$ cat src/rtl/mdu_issue_ctrl.sv
`default_nettype none
// ============================================================================
// Module      : mdu_issue_ctrl
// Description : Pipeline-side initiator for the multiply/divide unit. Latches
//               one request, drives the MDU, waits out its latency, captures
//               the result and returns it with a one-cycle done pulse while
//               stalling the pipeline via oBusy.
//               Optional feature macro: MDU_REUSE_EN (single-entry result
//               reuse of the last completed operation).
// Revision    : 1.0 - initial release
// ============================================================================
module mdu_issue_ctrl #(
  parameter int MUL_LATENCY = 1,
  parameter int DIV_LATENCY = 36,
  parameter int CNT_W       = 6
) (
  input  logic        iClk,
  input  logic        iRst,
  input  logic        iStart,
  input  logic        iOperation,
  input  logic [31:0] iSrc0,
  input  logic [31:0] iSrc1,
  input  logic        iFlush,
  output logic [31:0] oMduSrc0,
  output logic [31:0] oMduSrc1,
  output logic        oMduOperation,
  input  logic [31:0] iMduResult,
  input  logic        iMduReady,
  output logic        oBusy,
  output logic        oDone,
  output logic [31:0] oResult,
  output logic        oDivByZero
);

  // Counter reload values: the issue cycle itself counts as one latency cycle.
  localparam logic [CNT_W-1:0] MUL_LOAD = CNT_W'(MUL_LATENCY - 1);
  localparam logic [CNT_W-1:0] DIV_LOAD = CNT_W'(DIV_LATENCY - 1);

  typedef enum logic [1:0] {
    S_IDLE  = 2'd0,
    S_ISSUE = 2'd1,
    S_WAIT  = 2'd2,
    S_DONE  = 2'd3
  } state_t;

  state_t            state;
  state_t            state_nxt;
  logic [CNT_W-1:0]  cnt;
  logic              accept;
  logic              div_zero;
  logic              capture;
  logic              reuse_hit;
  logic [31:0]       reuse_value;

  // A flush in IDLE suppresses a simultaneous start.
  assign accept   = (state == S_IDLE) && iStart && !iFlush;
  assign div_zero = iOperation && (iSrc1 == 32'd0);
  // Divide results are only valid once the divider reports ready.
  assign capture  = (state == S_WAIT) && !iFlush && (cnt == '0) &&
                    (!oMduOperation || iMduReady);

`ifdef MDU_REUSE_EN
  logic        reuse_valid;
  logic        reuse_op;
  logic [31:0] reuse_src0;
  logic [31:0] reuse_src1;

  assign reuse_hit   = reuse_valid && (reuse_op == iOperation) &&
                       (reuse_src0 == iSrc0) && (reuse_src1 == iSrc1);

  // Single-entry store of the last MDU-computed result; any flush invalidates.
  always_ff @(posedge iClk) begin
    if (iRst) begin
      reuse_valid <= 1'b0;
      reuse_op    <= 1'b0;
      reuse_src0  <= '0;
      reuse_src1  <= '0;
      reuse_value <= '0;
    end else if (iFlush) begin
      reuse_valid <= 1'b0;
    end else if (capture) begin
      reuse_valid <= 1'b1;
      reuse_op    <= oMduOperation;
      reuse_src0  <= oMduSrc0;
      reuse_src1  <= oMduSrc1;
      reuse_value <= iMduResult;
    end
  end
`else
  assign reuse_hit   = 1'b0;
  assign reuse_value = '0;
`endif

  // State register.
  always_ff @(posedge iClk) begin
    if (iRst) state <= S_IDLE;
    else      state <= state_nxt;
  end

  // Next-state logic; requests that need no MDU go straight to DONE.
  always_comb begin
    state_nxt = state;
    case (state)
      S_IDLE:  if (accept) state_nxt = (div_zero || reuse_hit) ? S_DONE : S_ISSUE;
      S_ISSUE: state_nxt = iFlush ? S_IDLE : S_WAIT;
      S_WAIT: begin
        if (iFlush)       state_nxt = S_IDLE;
        else if (capture) state_nxt = S_DONE;
      end
      S_DONE:  state_nxt = S_IDLE;
      default: state_nxt = S_IDLE;
    endcase
  end

  // Operand latch, latency counter and result capture.
  always_ff @(posedge iClk) begin
    if (iRst) begin
      oMduSrc0      <= '0;
      oMduSrc1      <= '0;
      oMduOperation <= 1'b0;
      cnt           <= '0;
      oResult       <= '0;
      oDivByZero    <= 1'b0;
    end else begin
      // The MDU inputs only change for requests that actually use the MDU.
      if (accept && !div_zero && !reuse_hit) begin
        oMduSrc0      <= iSrc0;
        oMduSrc1      <= iSrc1;
        oMduOperation <= iOperation;
      end
      if (state == S_ISSUE)
        cnt <= oMduOperation ? DIV_LOAD : MUL_LOAD;
      else if ((state == S_WAIT) && (cnt != '0))
        cnt <= cnt - 1'b1;
      if (accept) begin
        oDivByZero <= div_zero;
        if (div_zero)       oResult <= 32'hFFFF_FFFF;
        else if (reuse_hit) oResult <= reuse_value;
      end
      if (capture)
        oResult <= iMduResult;
    end
  end

  assign oBusy = (state != S_IDLE);
  assign oDone = (state == S_DONE);

endmodule
`default_nettype wire

$ cat config.mk
export PLATFORM = sky130hd
export DESIGN_NAME = mdu_issue_ctrl
export DESIGN_NICKNAME = d
export VERILOG_FILES = /design/src/rtl/mdu_issue_ctrl.sv
export SDC_FILE = /design/constraint.sdc
export NUM_CORES = 1
export LEC_CHECK = 0
export CAP_MARGIN = 20
export CORE_ASPECT_RATIO = 1.1
export CORE_MARGIN = 2
export CORE_UTILIZATION = 48
export CTS_CLUSTER_SIZE = 8
export DETAILED_ROUTE_END_ITERATION = 12
export GPL_ROUTABILITY_DRIVEN = 0
export PLACE_DENSITY = 0.86
export SLEW_MARGIN = 0
export SYNTH_ARGS = -nofsm -noshare
export SYNTH_HDL_FRONTEND = slang
export SYNTH_SLANG_ARGS = --single-unit
$ cat constraint.sdc
create_clock -name iClk -period 3.5 [get_ports iClk]
set_input_delay 0.35 -clock iClk [delete_from_list [all_inputs] [get_ports iClk]]
set_output_delay 0.35 -clock iClk [all_outputs]
set_load 0.02 [all_outputs]
==> results.tsv <==
stage	metric	value	unit
layout	ratio of cells with drive above 1 in the final layout	0.0514	
layout	Core Util, Final	0.712	
setup_path	WP data required	3.73	ns
setup_path	Worst Path Arrival	2.96	ns
timing	minimum clock period	2.73	ns
grt	initial antenna violation count	0	
logic_synthesis	mean area per synthesized cell	7.99	um2
power	Lkg Pwr	2.84	nW
die	chip height	115	um
hold_path	Hold Crit Class	reg2reg	
grt	Overflow after GRT	0	
cts	clock latency on the worst-skew pair	0.34	ns
logic_synthesis	yosys warns	0	
place	dpl ws	0.730	ns
route	# DRC	0	
cts	Clk pin slew, worst setup/hold paths	0.07	ns
timing	final worst setup slack	0.769	ns
route	top layer in use	met4	
timing	final setup fails	0	
power	VDD IR-drop max	0.000287	V
cts	Clock Sinks	106	
timing	slew of the pin with the lowest slew margin	1.04	ns
route	WL/cell	17.7	um
timing	final hold slack	0.453	ns
grt	Tot GR Track Use	0.277	
route	1st-iter DRT viols	417	
die	Starting Density	0.495	
timing	Fin. Hold Viols	0	
logic_synthesis	sequential area share after synthesis	0.391	
cts	CTS Buf Count	9	
layout	antenna cells	0	
timing	Slew HR	0.310	
layout	commonest cells after routing, fill and taps aside	clkdlybuf4s50_1 (200), dfxtp_1 (106), o21ai_0 (39)	
logic_synthesis	count of cell types in the netlist	42	
die	I/O pin total	202	
run	max-cap viol count	0	
timing	fin crit share	0.780	
logic_synthesis	area of the mapped netlist	0.00542	mm2
route	average vias per placed instance	6.11	
layout	Area Growth Syn to Fin	43.8	%
die	core area	0.0110	mm2
logic_synthesis	Synth Area in Simple Gates	0.300	
route	met2 wire len	8.23	mm
layout	final net count	936	
grt	vias in the first global route	5770	
setup_path	Setup crit start kind	register	
layout	fin area	0.00780	mm2
setup_path	Critical Path Sink Type	register	
setup_path	CP Cell Sequence	inv_2 -> or4_1 -> buf_4 -> or2_1 -> a311oi_1	
setup_path	crit-path max cell delay	0.65	ns
logic_synthesis	top cell type's share of synthesized area	0.391	
cts	CTS Hold Buffers Added	0	
timing	worst clock skew	0.00693	ns
timing	setup_tns	0	ns
place	Post-DP Area	0.00746	mm2
route	M1 WL	7.13	mm
grt	largest net degree at the start of global routing	76	
logic_synthesis	Post-Synth XOR/XNOR Area	0.00162	
logic_synthesis	main combinational cell family by area after synthesis	simple AND/OR/NAND/NOR gates	
cts	root buffer cell	clkbuf_16	
setup_path	CP max-delay cell	dfxtp_1	
die	Std-Cell Rows	40	
route	Vias	6015	
setup_path	worst-path fanout max	33	
cts	Post-CTS Resized	0	
place	HPWL Detailed	11.5	mm
cts	CTS tree	done	
route	WL final	17.4	mm
layout	commonest non-fill, non-tap cell in the layout	clkdlybuf4s50_1	
status	status	complete, no violations	
power	Power Dens Cells	385	mW/mm2
cts	htree depth	3	
logic_synthesis	Synth Area in Adders	0.00461	
logic_synthesis	main area contributors after synthesis	dfxtp_1 (39%), a311o_1 (5.4%), a311oi_1 (5.2%)	
cts	Max clock buf depth	2	
logic_synthesis	syn_nets	783	
route	Final ANT Viol Nets	0	
die	Die Span X	105	um
place	PortBufs	201	
setup_path	WS Path Type	reg2reg	
logic_synthesis	Synth area leader	dfxtp_1	
logic_synthesis	mux share of post-synthesis cell area	0.00208	
logic_synthesis	count of state elements after synthesis	106	
logic_synthesis	compound-cell area share of the yosys netlist	0.217	
timing	FMAX	0.366	GHz
route	met3 routed WL	1.52	mm
timing	RSZ-0062 raised after global routing	no	
route	first drt pass iteration count	5	
die	die area	0.0122	mm2
cts	Post-CTS Setup Bufs	0	
logic_synthesis	cell count after synthesis	679	
timing	Max Transition Viols Final	0	
grt	first-pass GRT wire length	27.8	mm
## final timing paths
path	depth (start not counted)	slack (ns)	from	end
worst max-delay path	5	0.77	state[1]	oResult[11]
worst min-delay path	2	0.45	oDivByZero	oDivByZero
worst max register to register	5	0.77	state[1]	oResult[11]
worst min register to register	2	0.45	oDivByZero	oDivByZero
## kinds of logic after synthesis
kind of cell | count (synthesis)
multiplexers | 1
flip-flops | 106
adder cells (fa/ha/maj) | 2
buffers and inverters | 114
XOR/XNOR | 1
AO/OA/AOI/OAI | 158
AND/OR/NAND/NOR | 297
## synth_stat cells (all sizes together)
master	number
nand2	37
nor4	35
nand3	35
mux2	1
inv	37
nand3b	3
nor3	34
xnor2	1
a211oi	4
nor2b	36
buf	17
or3	2
o21bai	1
a21oi	12
a21o	2
and3	33
a2111oi	1
nor2	35
a311oi	32
a41oi	1
or4b	1
and2	2
a21boi	1
or2	1
and4	1
ha	2
and3b	2
dfxtp	106
o21ai	39
o21a	1
nor4b	1
a22oi	33
a311o	29
or4	4
nand4	35
o211ai	1
a211o	1
clkbuf	60
## final cells by class
type,instances,area (um2)
clock inverter,7,116
fill,824,3160
multi-input combinational,459,2860
timing repair buffer,219,2150
inverter,37,139
tap,147,184
sequential,106,2120
clock buffer,9,225
## sequential cells by signal, summed over array words and instances, names as in the netlist
name	cells
cnt	6
oMduOperation	1
oDivByZero	1
oResult	32
oMduSrc0	32
state	2
oMduSrc1	32
## report_power, final
group / switching [mW] / internal (mW) / total (mW) / leakage (nW)
logic: 0.260 / 0.275 / 0.536 / 1.81
clock network: 0.465 / 0.700 / 1.16 / 0.166
registers: 0.0368 / 1.27 / 1.30 / 0.865
## metal layers
layer	vias to the layer above	global-route usage
li1	2838	-
met1	2822	0.349
met2	310	0.463
met3	45	0.0585
met4	0	0.116
met5	-	0
## critical path: cells and delay by family (launching register included)
family	cells	cell delay [ns]
flops	1	0.65
compound gates	1	0.45
buf+inv	2	0.36
simple gates	2	1.15
## per-stage QoR
| stage | power [mW] | std cells |
|---|---|---|
| floorplan | 1.57 | 679 |
| global placement | 1.85 | 968 |
| detailed placement | 1.86 | 968 |
| CTS | 3.01 | 984 |
| global route | 3.10 | 984 |
| finish | 3.00 | 984 |
Power figures use the tool's default switching activity.
